### config.mk
export PLATFORM = sky130hd
export DESIGN_NAME = imem_loader
export DESIGN_NICKNAME = d
export VERILOG_FILES = /design/src/rtl/loader_pkg.sv /design/src/rtl/word_packer.sv /design/src/rtl/imem_loader.sv
export SDC_FILE = /design/constraint.sdc
export NUM_CORES = 1
export LEC_CHECK = 0
export ABC_CLOCK_PERIOD_IN_PS = 5300
export BUFFER_PORTS_ARGS = -buffer_cell sky130_fd_sc_hd__buf_2
export CELL_PAD_IN_SITES_DETAIL_PLACEMENT = 1
export CELL_PAD_IN_SITES_GLOBAL_PLACEMENT = 1
export CORE_ASPECT_RATIO = 0.9
export CORE_MARGIN = 2
export CORE_UTILIZATION = 35
export DETAILED_ROUTE_END_ITERATION = 12
export PLACE_DENSITY = 0.79
export RECOVER_POWER = 50
export SYNTH_ARGS = -nofsm -noshare
export SYNTH_HDL_FRONTEND = slang
export SYNTH_SLANG_ARGS = --single-unit
export TNS_END_PERCENT = 30
### constraint.sdc
create_clock -name clk -period 5.3 [get_ports clk]
set_input_delay 0.53 -clock clk [delete_from_list [all_inputs] [get_ports clk]]
set_output_delay 0.53 -clock clk [all_outputs]
set_load 0.1 [all_outputs]
### src/rtl/loader_pkg.sv
`default_nettype none
// ============================================================================
//  Module  : loader_pkg
//  Purpose : Shared types and constants for the instruction-memory loader.
//            The default widths are also used to size the datapath ROM.
//  Contents: state_t          - loader FSM states
//            DEF_ADDR_W       - default instruction-memory address width
//            DEF_DATA_W       - default instruction word width
//            BYTES_PER_WORD   - bytes packed into one default-width word
//            cnt_width()      - byte-counter width for a given bytes/word
//  Revision: 1.0 - initial release
// ============================================================================
package loader_pkg;

   localparam int DEF_ADDR_W     = 4;
   localparam int DEF_DATA_W     = 32;
   localparam int BYTES_PER_WORD = DEF_DATA_W / 8;

   typedef enum logic [1:0] {
      S_IDLE  = 2'd0,
      S_RECV  = 2'd1,
      S_WRITE = 2'd2,
      S_DONE  = 2'd3
   } state_t;

   // A one-byte word still needs a 1-bit counter so the vector is legal.
   function automatic int cnt_width(input int bpw);
      return (bpw > 1) ? $clog2(bpw) : 1;
   endfunction

endpackage
`default_nettype wire

### src/rtl/word_packer.sv
`default_nettype none
// ============================================================================
//  Module  : word_packer
//  Purpose : Packs a byte stream MSB-first into DATA_W-bit words.
//  Ports   : clk          - clock
//            reset        - asynchronous active-low reset
//            i_clr        - clear shift register and byte counter
//            i_shift_en   - a byte is transferred this cycle
//            i_byte_in    - byte being transferred
//            o_word       - shift register contents (packed word)
//            o_word_full  - this transfer completes a word
//  Revision: 1.0 - initial release
// ============================================================================
module word_packer
   import loader_pkg::*;
#(
   parameter int DATA_W = DEF_DATA_W
) (
   input  logic              clk,
   input  logic              reset,
   input  logic              i_clr,
   input  logic              i_shift_en,
   input  logic [7:0]        i_byte_in,
   output logic [DATA_W-1:0] o_word,
   output logic              o_word_full
);

   localparam int BPW   = DATA_W / 8;
   localparam int CNT_W = cnt_width(BPW);
   localparam logic [CNT_W-1:0] c_LAST_IDX = CNT_W'(BPW - 1);
   localparam logic [CNT_W-1:0] c_CNT_ONE  = CNT_W'(1);

   logic [DATA_W-1:0] r_shift;
   logic [DATA_W-1:0] w_shift_next;
   logic [CNT_W-1:0]  r_cnt;

   generate
      if (DATA_W > 8) begin : g_multi_byte
         assign w_shift_next = {r_shift[DATA_W-9:0], i_byte_in};
      end else begin : g_single_byte
         assign w_shift_next = i_byte_in;
      end
   endgenerate

   always_ff @(posedge clk or negedge reset) begin
      if (!reset) begin
         r_shift <= '0;
         r_cnt   <= '0;
      end else if (i_clr) begin
         r_shift <= '0;
         r_cnt   <= '0;
      end else if (i_shift_en) begin
         r_shift <= w_shift_next;
         r_cnt   <= (r_cnt == c_LAST_IDX) ? '0 : r_cnt + c_CNT_ONE;
      end
   end

   // Asserted on the transfer that fills the word, so the FSM can move to
   // WRITE on the same edge the last byte lands in the shift register.
   assign o_word_full = i_shift_en && (r_cnt == c_LAST_IDX);
   assign o_word      = r_shift;

endmodule
`default_nettype wire

### src/rtl/imem_loader.sv
`default_nettype none
// ============================================================================
//  Module  : imem_loader
//  Purpose : Instruction-memory writer. Packs a byte stream into words,
//            writes them to sequential addresses from 0, stalls the core
//            while loading and reports completion, count and XOR checksum.
//  Ports   : clk, reset       - clock, asynchronous active-low reset
//            i_start, i_len   - begin a load of i_len words (IDLE/DONE only)
//            i_byte_in/_valid, o_byte_ready - byte stream handshake
//            o_wr_en/_addr/_data            - instruction-memory write port
//            o_core_hold      - datapath stall while loading
//            o_done           - load complete (held until next start)
//            o_err_len        - last start rejected, len too large
//            o_word_count     - words written in current/last load
//            o_checksum       - XOR of words written in current/last load
//  Revision: 1.0 - initial release
// ============================================================================
module imem_loader
   import loader_pkg::*;
#(
   parameter int ADDR_W = DEF_ADDR_W,
   parameter int DATA_W = DEF_DATA_W
) (
   input  logic              clk,
   input  logic              reset,
   input  logic              i_start,
   input  logic [ADDR_W:0]   i_len,
   input  logic [7:0]        i_byte_in,
   input  logic              i_byte_valid,
   output logic              o_byte_ready,
   output logic              o_wr_en,
   output logic [ADDR_W-1:0] o_wr_addr,
   output logic [DATA_W-1:0] o_wr_data,
   output logic              o_core_hold,
   output logic              o_done,
   output logic              o_err_len,
   output logic [ADDR_W:0]   o_word_count,
   output logic [DATA_W-1:0] o_checksum
);

   localparam logic [ADDR_W:0]   c_DEPTH    = (ADDR_W+1)'(2 ** ADDR_W);
   localparam logic [ADDR_W:0]   c_CNT_ONE  = (ADDR_W+1)'(1);
   localparam logic [ADDR_W-1:0] c_ADDR_ONE = ADDR_W'(1);

   state_t            r_state;
   logic [ADDR_W:0]   r_len;
   logic              r_byte_ready;
   logic              r_wr_en;
   logic [ADDR_W-1:0] r_wr_addr;
   logic              r_core_hold;
   logic              r_done;
   logic              r_err_len;
   logic [ADDR_W:0]   r_word_count;
   logic [DATA_W-1:0] r_checksum;

   logic              w_clr;
   logic              w_shift_en;
   logic              w_word_full;
   logic [DATA_W-1:0] w_word;

   // Any start seen in IDLE/DONE resets the packer, so a load never begins
   // with leftovers even if a previous one was cut short.
   assign w_clr      = i_start && (r_state == S_IDLE || r_state == S_DONE);
   // r_byte_ready is only ever high in RECV.
   assign w_shift_en = r_byte_ready && i_byte_valid;

   word_packer #(
      .DATA_W (DATA_W)
   ) u_packer (
      .clk         (clk),
      .reset       (reset),
      .i_clr       (w_clr),
      .i_shift_en  (w_shift_en),
      .i_byte_in   (i_byte_in),
      .o_word      (w_word),
      .o_word_full (w_word_full)
   );

   always_ff @(posedge clk or negedge reset) begin
      if (!reset) begin
         r_state      <= S_IDLE;
         r_len        <= '0;
         r_byte_ready <= 1'b0;
         r_wr_en      <= 1'b0;
         r_wr_addr    <= '0;
         r_core_hold  <= 1'b0;
         r_done       <= 1'b0;
         r_err_len    <= 1'b0;
         r_word_count <= '0;
         r_checksum   <= '0;
      end else begin
         r_wr_en <= 1'b0;
         case (r_state)
            S_IDLE, S_DONE: begin
               if (i_start) begin
                  if (i_len > c_DEPTH) begin
                     r_err_len <= 1'b1;
                     r_done    <= 1'b0;
                     r_state   <= S_IDLE;
                  end else if (i_len == '0) begin
                     r_word_count <= '0;
                     r_checksum   <= '0;
                     r_err_len    <= 1'b0;
                     r_done       <= 1'b1;
                     r_state      <= S_DONE;
                  end else begin
                     r_len        <= i_len;
                     r_word_count <= '0;
                     r_checksum   <= '0;
                     r_wr_addr    <= '0;
                     r_err_len    <= 1'b0;
                     r_done       <= 1'b0;
                     r_core_hold  <= 1'b1;
                     r_byte_ready <= 1'b1;
                     r_state      <= S_RECV;
                  end
               end
            end
            S_RECV: begin
               if (w_word_full) begin
                  r_byte_ready <= 1'b0;
                  r_wr_en      <= 1'b1;
                  r_state      <= S_WRITE;
               end
            end
            S_WRITE: begin
               // The strobe is visible this cycle with the current address;
               // the address/count/checksum updates land after it.
               r_checksum   <= r_checksum ^ w_word;
               r_word_count <= r_word_count + c_CNT_ONE;
               r_wr_addr    <= r_wr_addr + c_ADDR_ONE;
               if ((r_word_count + c_CNT_ONE) == r_len) begin
                  r_core_hold <= 1'b0;
                  r_done      <= 1'b1;
                  r_state     <= S_DONE;
               end else begin
                  r_byte_ready <= 1'b1;
                  r_state      <= S_RECV;
               end
            end
            default: r_state <= S_IDLE;
         endcase
      end
   end

   assign o_byte_ready = r_byte_ready;
   assign o_wr_en      = r_wr_en;
   assign o_wr_addr    = r_wr_addr;
   assign o_wr_data    = w_word;
   assign o_core_hold  = r_core_hold;
   assign o_done       = r_done;
   assign o_err_len    = r_err_len;
   assign o_word_count = r_word_count;
   assign o_checksum   = r_checksum;

endmodule
`default_nettype wire

==> results.md, run 1 <==
* Yosys warns at 0
* Seq/Total Area, Yosys at 54.4%
* Final Cycle Share at 49.2%
* Final net count at 527
* Failing checks: capacitance limit, slew limit
* Cells on worst reg2reg path at 7
* Critical path launch point type: flip-flop
* Synth Instances at 414
* Hold Fails Final Rpt at 0
* Worst min-delay path category: in -> async
* Final Skew at 0.00634 ns
* Critical-path cell list: inv_1 -> ha_1 -> nor2b_2 -> buf_4 -> o2111ai_1 -> a21boi_1 -> o21bai_1
* # resized after CTS at 0
* Top sig layer: met4
* Synth Area in Simple Gates at 15.0%
* Setup_tns at 0 ns
* Initial DRC count at 114
* GRT Util Overall at 18.7%
* Clock latency at the later pin of the worst-skew pair at 0.34 ns
* Reg clk slew, reported paths at 0.06 ns
* Top Family by Delay on Critical Path: simple AND/OR/NAND/NOR gates
* Post-CTS Setup Inserts at 0
* Layout cell share with drive strength beyond 1 at 16.8%
* H-tree depth at 3
* Max Cap Viol at 2
* Biggest area consumer among synthesized cells: dfrtp_1
* Avg WL per Cell at 16.8 um
* Setup-failing EPs final at 0
* Vias in the first global route at 3,450
* CTS root buf: clkbuf_16
* RSZ-0062 raised after global routing: false
* WP data arrival at 2.84 ns
* Site row count at 37
* Slew at the pin closest to its max-slew limit at 1.75 ns
* Post-synthesis net count at 439
* Post-synthesis adder-cell area fraction at 2.50%
* Final wirelength at 11.1 mm
* Vias at 3,282
* Fmax at 383 MHz
* Met3 wire length at 585 um
* WHS at 0.330 ns
* Slowest cell on crit path: nor2b_2
* EDFF count, synth at 0
* Syn Std Cell Area at 4010 um^2
* # IOs at 95
* CORE AREA at 11,300 um^2
* HPWL after DPL at 7.75 mm
* Synthesized area per cell at 9.67 um^2
* Area growth syn-to-layout at 23.4%
* Async S/R FF share, synth at 100%
* Detail Route Antenna Nets at 0
* # placed instances at 647
* Top-area cell type share of the netlist area at 54.4%
* Chip width at 117 um
* CTS Hold Bufs at 0
* M1 WL at 4.88 mm
* Slew Viols, Final at 108
* Relative slew slack at -16.8%
* First-pass GRT wire length at 17.8 mm
* Die footprint at 12,300 um^2
* Synth Area in XOR/XNOR at 8.87%
* CTS Buf Count at 9
* Via density at 4.95
* Status: finished with violations
* Post-synthesis compound-gate area fraction at 13.6%
* WP data required at 5.53 ns
* Remaining DRCs at 0
* DIE HEIGHT at 105 um
* CP max stage delay at 0.69 ns
* Levels on crit path at 7
* Clock sink count at 87
* Top post-synthesis cells by area: dfrtp_1 54%, xor2_1 7.7%, nand2_1 7.4%
* Final min period at 2.61 ns
* Global route total overflow at 0
* Initial antenna violation count at 0
* DR WL met2 at 5.46 mm
* Crit. End Element: flip-flop
* CP Class: reg -> reg
* Largest family of logic cells by synthesized area: simple AND/OR/NAND/NOR gates
* Finished Layout Cells at 663
* Clk buf depth at 2
* Diode count at 0
* WP buf/inv at 2
* Max FO, Critical Path at 19
* Port bufs at 94
* Number of synthesized register bits at 87
* Initial DRT Pass Iterations at 4
* GPL Wtd Cong at 0.792
* Cell variety after synth at 42
* Post-synthesis mux area share at 1.94%
* Top_reg_cell synth: dfrtp_1
* # fillers at 1,367
* CTS tree: built
* Initial Util at 35.5%
* Largest net degree at the start of global routing at 73
## cell usage after synthesis, types with 2 or more instances
| library cell | number |
|---|---|
| dfrtp_1 | 87 |
| nand2_1 | 79 |
| o21ai_1 | 41 |
| a21oi_1 | 39 |
| nor2_1 | 39 |
| xor2_1 | 35 |
| clkbuf_1 | 12 |
| inv_1 | 9 |
| buf_2 | 8 |
| ha_1 | 8 |
| mux2_1 | 6 |
| and2_1 | 4 |
| buf_4 | 4 |
| a21o_1 | 3 |
| a22o_1 | 3 |
| nand3_1 | 3 |
| nor2b_1 | 3 |
| nor3_1 | 3 |
| xnor2_1 | 3 |
| o21a_1 | 2 |
| o22ai_1 | 2 |
## cell usage in the layout (no fill, tap or decap), types with 2 or more instances in the layout
master and n:
nor2b_1 2, nand2_1 79, and2_1 3, a21oi_1 39, mux2_1 6, o21ai_1 41
clkinvlp_4 2, inv_1 9, o21a_1 2, xnor2_1 3, ha_1 8, a22o_1 3
clkbuf_1 39, a21o_1 3, nor3_1 3, bufinv_16 4, buf_2 56, nor2_1 39
dfrtp_1 87, clkbuf_16 9, xor2_1 35, buf_4 5, o22ai_1 2, nand3_1 3
## cell families (layout without fill, tap and decap cells)
family	after synthesis	after routing
DFF	87	87
buffers and inverters	33	126
xor gates and xnor gates	39	39
adders and majority gates	8	8
and+or+nand+nor	142	142
AOI/OAI and AO/OA	98	98
muxes	7	7
## registers in the layout (all words and copies together) (netlist names)
| name | flops |
|---|---|
| o_checksum | 32 |
| u_packer.o_word | 32 |
| o_word_count | 5 |
| r_len | 5 |
| o_wr_addr | 4 |
| r_state | 2 |
| u_packer.r_cnt | 2 |
| o_byte_ready | 1 |
| o_core_hold | 1 |
| o_done | 1 |
| o_err_len | 1 |
| o_wr_en | 1 |
## through the flow
step,setup WS [ns],util (%),area [um^2]
2_1_floorplan,2.99,-,4010
3_3_place_gp,2.64,41.0,4630
3_5_place_dp,2.55,41.0,4630
4_1_cts,2.69,44.2,5000
5_1_grt,2.24,43.7,4940
6_report,2.69,43.7,4940
## cell type report
type | count | area, um^2 | share of cell area, %
clock buffer | 9 | 225 | 4.56
inverter | 9 | 33.8 | 0.684
tap | 156 | 195 | 3.95
clock inverter | 7 | 144 | 2.91
timing repair buffer | 101 | 469 | 9.50
sequential | 87 | 2180 | 44.1
multi-input combinational | 294 | 1700 | 34.3
## routing by layer
metal | up-vias | global-route usage (%)
met2 | 87 | 31.0
li1 | 1542 | -
met1 | 1637 | 23.3
met4 | 0 | 6.97
met3 | 16 | 5.12
met5 | - | 0
## final timing paths
| check | from | endpoint | slack, ns |
|---|---|---|---|
| min in group clk | i_len[2] | r_len[2] | 0.41 |
| hold / removal | reset | o_done | 0.33 |
| hold reg to reg | r_len[4] | r_len[4] | 0.53 |
| setup reg to reg | r_state[0] | o_wr_addr[3] | 2.69 |
| setup / recovery | r_state[0] | o_wr_addr[3] | 2.69 |
| max in group asynchronous | reset | o_checksum[2] | 2.72 |
Power of run 1 is left out: the tool's default activity adds up to more than one toggle a clock period on the data nets, which glitch-free logic cannot reach.
==> inputs of run 2 (changes only) <==
ABC_CLOCK_PERIOD_IN_PS = 2100   (was 5300)
PLACE_DENSITY = 0.82   (was 0.79)
clock period = 2.1 ns   (was 5.3 ns; I/O delays follow)
==> run 2 against run 1 <==
  * The flow now finishes without violations
  * Critical path depth unchanged
  * Sequential share of layout area shrank 0.46 points
  * Clock skew up 0.00099 ns
  * Via count rose by 1.3%
  * Hold slack worse by 0.23 ns
  * Global-route usage up 0.76 points
  * Wire length rose by 0.18%
  * Clock-buffer cell count up 1
  * Non-clock buffer count increased by 13
  * Largest cell class unchanged
  * Highest routed layer unchanged
==> results.md, run 2 (same netlist as run 1, synthesis figures left out) <==
* Hold Path Stages at 2
* Levels on crit path at 7 (unchanged)
* Final net count at 540 (+2.5%)
* Critical-path cell list: inv_1 -> ha_1 -> and3b_1 -> buf_4 -> or2_1 -> a21oi_1 -> o21ai_1
* Slew Viols, Final at 0 (-100%)
* Layout cell share with drive strength beyond 1 at 19.4% (+2.7 points)
* Final min period at 1.95 ns (-0.661 ns)
* CTS Buf Count at 9 (unchanged)
* Post-CTS Setup Inserts at 0 (unchanged)
* DIE HEIGHT at 105 um (unchanged)
* RSZ-0062 raised after global routing: false
* Worst min-delay path category: in -> reg
* Die footprint at 12,300 um^2 (unchanged)
* Global route total overflow at 0 (unchanged)
* Final Skew at 0.00733 ns (+0.000988 ns)
* Reg clk slew, reported paths at 0.06 ns (about the same)
* Final worst-path setup slack at 0.151 ns (-2.54 ns)
* Via density at 4.92 (-0.67%)
* Initial DRT Pass Iterations at 4 (unchanged)
* Avg WL per Cell at 16.5 um (-1.7%)
* Clock sink count at 87 (unchanged)
* Top Family by Delay on Critical Path: simple AND/OR/NAND/NOR gates
* Critical path launch point type: flip-flop
* Commonest non-fill, non-tap cell in the layout: dfrtp_1
* Vias in the first global route at 3,494 (+1.3%)
* Area growth syn-to-layout at 24.8%
* Vias at 3,324 (+1.3%)
* Port bufs at 94 (unchanged)
* CTS Hold Bufs at 1 (+1)
* Max FO, Critical Path at 8 (-11)
* Detail Route Antenna Nets at 0 (unchanged)
* WP data required at 2.32 ns (-3.21 ns)
* Setup-failing EPs final at 0 (unchanged)
* # resized after CTS at 0 (unchanged)
* CP Class: reg -> reg
* Final wirelength at 11.1 mm (+0.18%)
* CTS root buf: clkbuf_16
* Slowest cell on crit path: ha_1
* Remaining DRCs at 0 (unchanged)
* HPWL after DPL at 8.05 mm (+3.9%)
* CTS tree: built
* Pre-CTS setup slack at -0.119 ns (-2.67 ns)
* Largest net degree at the start of global routing at 38 (-48%)
* Clock latency at the later pin of the worst-skew pair at 0.34 ns (about the same)
* Initial DRC count at 140 (+23%)
* Relative slew slack at 21.0% (+38 points)
* # IOs at 95 (unchanged)
* Crit. End Element: flip-flop
* H-tree depth at 3 (unchanged)
* Clk buf depth at 2 (unchanged)
* Site row count at 37 (unchanged)
* Initial antenna violation count at 0 (unchanged)
* GRT Util Overall at 19.5% (+0.76 points)
* First-pass GRT wire length at 18.4 mm (+3.3%)
* Final Cycle Share at 92.8% (+44 points)
* # fillers at 1,359 (-0.59%)
* CORE AREA at 11,300 um^2 (unchanged)
* Hold Fails Final Rpt at 0 (unchanged)
* Cells on worst reg2reg path at 7 (unchanged)
* Fmax at 513 MHz (+34%)
* GPL Wtd Cong at 0.762 (-3.8%)
* Most frequent cells in the layout: 85 x dfrtp_1, 79 x nand2_1, 56 x buf_2
* Diode count at 0 (unchanged)
* WP data arrival at 2.17 ns (-0.67 ns)
* Max Cap Viol at 0 (-2)
* Chip width at 117 um (unchanged)
* WP buf/inv at 2 (unchanged)
* Slew at the pin closest to its max-slew limit at 1.19 ns (-0.562 ns)
* Initial Util at 35.5% (unchanged)
* Status: finished, final reports clean
* CP max stage delay at 0.40 ns (-0.29 ns)
[run 2: layer usage]
layer  wire [um]  track usage [%]  part of all wire [%]  vias to the layer above
met4         167             6.47                   1.5                        0
met1        5380             27.4                    48                     1659
li1            -                -                     -                     1570
met3         423             3.28                   3.8                       12
met5           0                0                     0                        -
met2        5160             30.6                    46                       83
[run 2: cell type report]
cell class	count	area, um^2	area share (%)
clock buffer	10	239	4.78
clock inverter	6	70.1	1.40
inverter	9	33.8	0.676
multi-input combinational	294	1700	33.9
sequential	87	2180	43.6
tap	156	195	3.90
timing repair buffer	114	584	11.7
[run 2: path summary, 6_finish.rpt]
check	from	endpoint	slack, ns
worst max-delay path	r_state[0]	o_word_count[2]	0.15
worst min-delay path	i_len[2]	r_len[2]	0.1
worst max register to register	r_state[0]	o_word_count[2]	0.15
worst min register to register	o_err_len	o_err_len	0.51
max in group asynchronous	reset	o_word_count[0]	0.36
min in group asynchronous	reset	o_word_count[3]	0.54
[run 2: metrics by stage]
stage	instances	util, %	TNS, ns	area [um^2]	hold WS [ns]
6_report	676	44.3	0	5000	0.0956
5_1_grt	676	44.3	0	5000	0.100
3_3_place_gp	659	42.0	-1.07	4750	0.191
3_5_place_dp	659	42.0	-2.83	4750	0.199
2_1_floorplan	414	-	0	4010	-0.0856
4_1_cts	676	44.8	0	5060	0.0876
Power of run 2 is left out for the same reason.
==> inputs of run 3 (changes only) <==
PLACE_DENSITY = default   (was 0.82)
PLACE_DENSITY_LB_ADDON = 0.25   (was default)
==> run 3 against run 2 <==
  * Utilization is 0.089 points higher
  * Sequential cell count did not move
  * Final cell count is 0.30% lower
  * Sequential share of layout area down 0.087 points
  * Via count is 1.4% lower
  * Global-route usage is 0.64 points lower
  * Non-clock buffer count shrank 2
  * Wire length is 3.5% lower
  * Critical path depth did not move
  * First-iteration DRC count is 6.4% lower
  * Critical path type unchanged
  * Largest cell class unchanged
==> results.md, run 3 (same netlist as run 1, synthesis figures left out) <==
* Critical path launch point type: flip-flop
* # fillers at 1,369 (+0.74%)
* Final net count at 538 (-0.37%)
* Relative slew slack at 8.02% (-13 points)
* Final min period at 1.91 ns (-0.0403 ns)
* Die footprint at 12,300 um^2 (unchanged)
* CP startpoint: r_state[0]
* Setup-failing EPs final at 0 (unchanged)
* CTS tree: built
* # IOs at 95 (unchanged)
* Hold Path Stages at 3 (+1)
* Global route total overflow at 0 (unchanged)
* Vias in the first global route at 3,462 (-0.92%)
* Initial Util at 35.5% (unchanged)
* Status: finished, final reports clean
* Port bufs at 94 (unchanged)
* Vias at 3,278 (-1.4%)
* Fmax at 524 MHz (+2.1%)
* Final wirelength at 10.7 mm (-3.5%)
* Via density at 4.86 (-1.1%)
* Initial DRT Pass Iterations at 4 (unchanged)
* Clk buf depth at 2 (unchanged)
* Final Cycle Share at 90.9% (-1.9 points)
* GRT Util Overall at 18.9% (-0.64 points)
* CP max stage delay at 0.40 ns (about the same)
* CTS root buf: clkbuf_16
* Diode count at 0 (unchanged)
* RSZ-0062 raised after global routing: false
* Reg clk slew, reported paths at 0.07 ns (about the same)
* Most frequent cell on the critical path: buf_4
* Final core occ at 44.3% (+0.089 points)
* CTS Buf Count at 9 (unchanged)
* WP buf/inv at 4 (+2)
* Worst min-delay path category: in -> reg
* Detail Route Antenna Nets at 0 (unchanged)
* Max FO, Critical Path at 19 (+11)
* Layout cell share with drive strength beyond 1 at 19.1% (-0.31 points)
* DIE HEIGHT at 105 um (unchanged)
* Commonest non-fill, non-tap cell in the layout: dfrtp_1
* WP data arrival at 2.13 ns (-0.04 ns)
* HPWL after DPL at 7.79 mm (-3.2%)
* First-pass GRT wire length at 17.8 mm (-3.1%)
* Clock latency at the later pin of the worst-skew pair at 0.35 ns (about the same)
* Area occupied by multi-input gates at 1700 um^2 (+0.29%)
* CP Class: reg -> reg
* Final Skew at 0.00952 ns (+0.00219 ns)
* Area growth syn-to-layout at 25.1%
* Chip width at 117 um (unchanged)
* Avg WL per Cell at 15.9 um (-3.2%)
* Slowest cell on crit path: ha_1
* Initial antenna violation count at 0 (unchanged)
* Max Cap Viol at 0 (unchanged)
* FF-to-FF Start: r_state[0]
* Slew at the pin closest to its max-slew limit at 1.38 ns (+0.189 ns)
* GPL Wtd Cong at 0.771 (+1.2%)
* Worst Min Path Start: i_byte_in[3]
* Clock sink count at 87 (unchanged)
* WP data required at 2.32 ns (about the same)
* Levels on crit path at 7 (unchanged)
* Largest net degree at the start of global routing at 54 (+42%)
* Remaining DRCs at 0 (unchanged)
* Critical-path cell list: inv_1 -> ha_1 -> buf_4 -> and2_1 -> buf_4 -> buf_4 -> a21oi_1
* Register Area at 2180 um^2 (unchanged)
* Hold Fails Final Rpt at 0 (unchanged)
* Initial DRC count at 131 (-6.4%)
* Site row count at 37 (unchanged)
* Top Family by Delay on Critical Path: buffers and inverters
* CORE AREA at 11,300 um^2 (unchanged)
* Crit. End Element: flip-flop
* Cells on worst reg2reg path at 7 (unchanged)
* Slew Viols, Final at 0 (unchanged)
* H-tree depth at 3 (unchanged)
* Most frequent cells in the layout: 85 x dfrtp_1, 79 x nand2_1, 55 x buf_2
run 3: layout make-up:
| type | count | share of cell area [%] |
|---|---|---|
| Clock buffer | 10 | 4.77 |
| Clock inverter | 6 | 0.874 |
| Inverter | 9 | 0.674 |
| Multi-Input combinational cell | 294 | 34.0 |
| Sequential cell | 87 | 43.5 |
| Tap cell | 156 | 3.90 |
| Timing Repair Buffer | 112 | 12.3 |
run 3: final timing paths:
| path | endpoint | slack [ns] |
|---|---|---|
| setup reg to reg | u_packer.r_cnt[1] | 0.19 |
| min in group asynchronous | o_checksum[27] | 0.73 |
| hold / removal | u_packer.o_word[3] | 0.09 |
| max in group asynchronous | u_packer.o_word[12] | 0.39 |
| setup / recovery | u_packer.r_cnt[1] | 0.19 |
| hold reg to reg | r_len[2] | 0.51 |
run 3: worst min-delay path: cells and delay by family:
family          cells  cell delay, ns
buf+inv             1            0.09
compound gates      1            0.05
simple gates        1            0.04
run 3: timing repair:
action	4_1_cts	5_1_grt
hold buffers	1	0
hold endpoints to repair	52	0
setup buffers	0	0
resized for setup	0	0
run 3: metrics by stage:
| stage | hold WS, ns | cells | TNS [ns] | worst slack, ns | cell area (um^2) |
|---|---|---|---|---|---|
| after global routing | 0.0949 | 674 | 0 | 0.0412 | 5010 |
| after CTS | 0.0825 | 674 | 0 | 0.180 | 5070 |
| after detailed placement | 0.316 | 657 | -0.722 | -0.0950 | 4770 |
| after floorplan | -0.0856 | 414 | 0 | 0.0434 | 4010 |
| final | 0.0905 | 674 | 0 | 0.191 | 5010 |
| after global placement | 0.306 | 657 | 0 | 0.00257 | 4770 |
run 3: layer usage:
| layer | share of wire, % | vias to the layer above | wire length (um) | GRT usage (%) |
|---|---|---|---|---|
| li1 | - | 1575 | - | - |
| met1 | 49 | 1626 | 5260 | 26.3 |
| met2 | 46 | 67 | 4930 | 29.5 |
| met3 | 3.9 | 10 | 420 | 3.91 |
| met4 | 1.3 | 0 | 143 | 5.80 |
| met5 | 0 | - | 0 | 0 |
Power of run 3 is left out for the same reason.
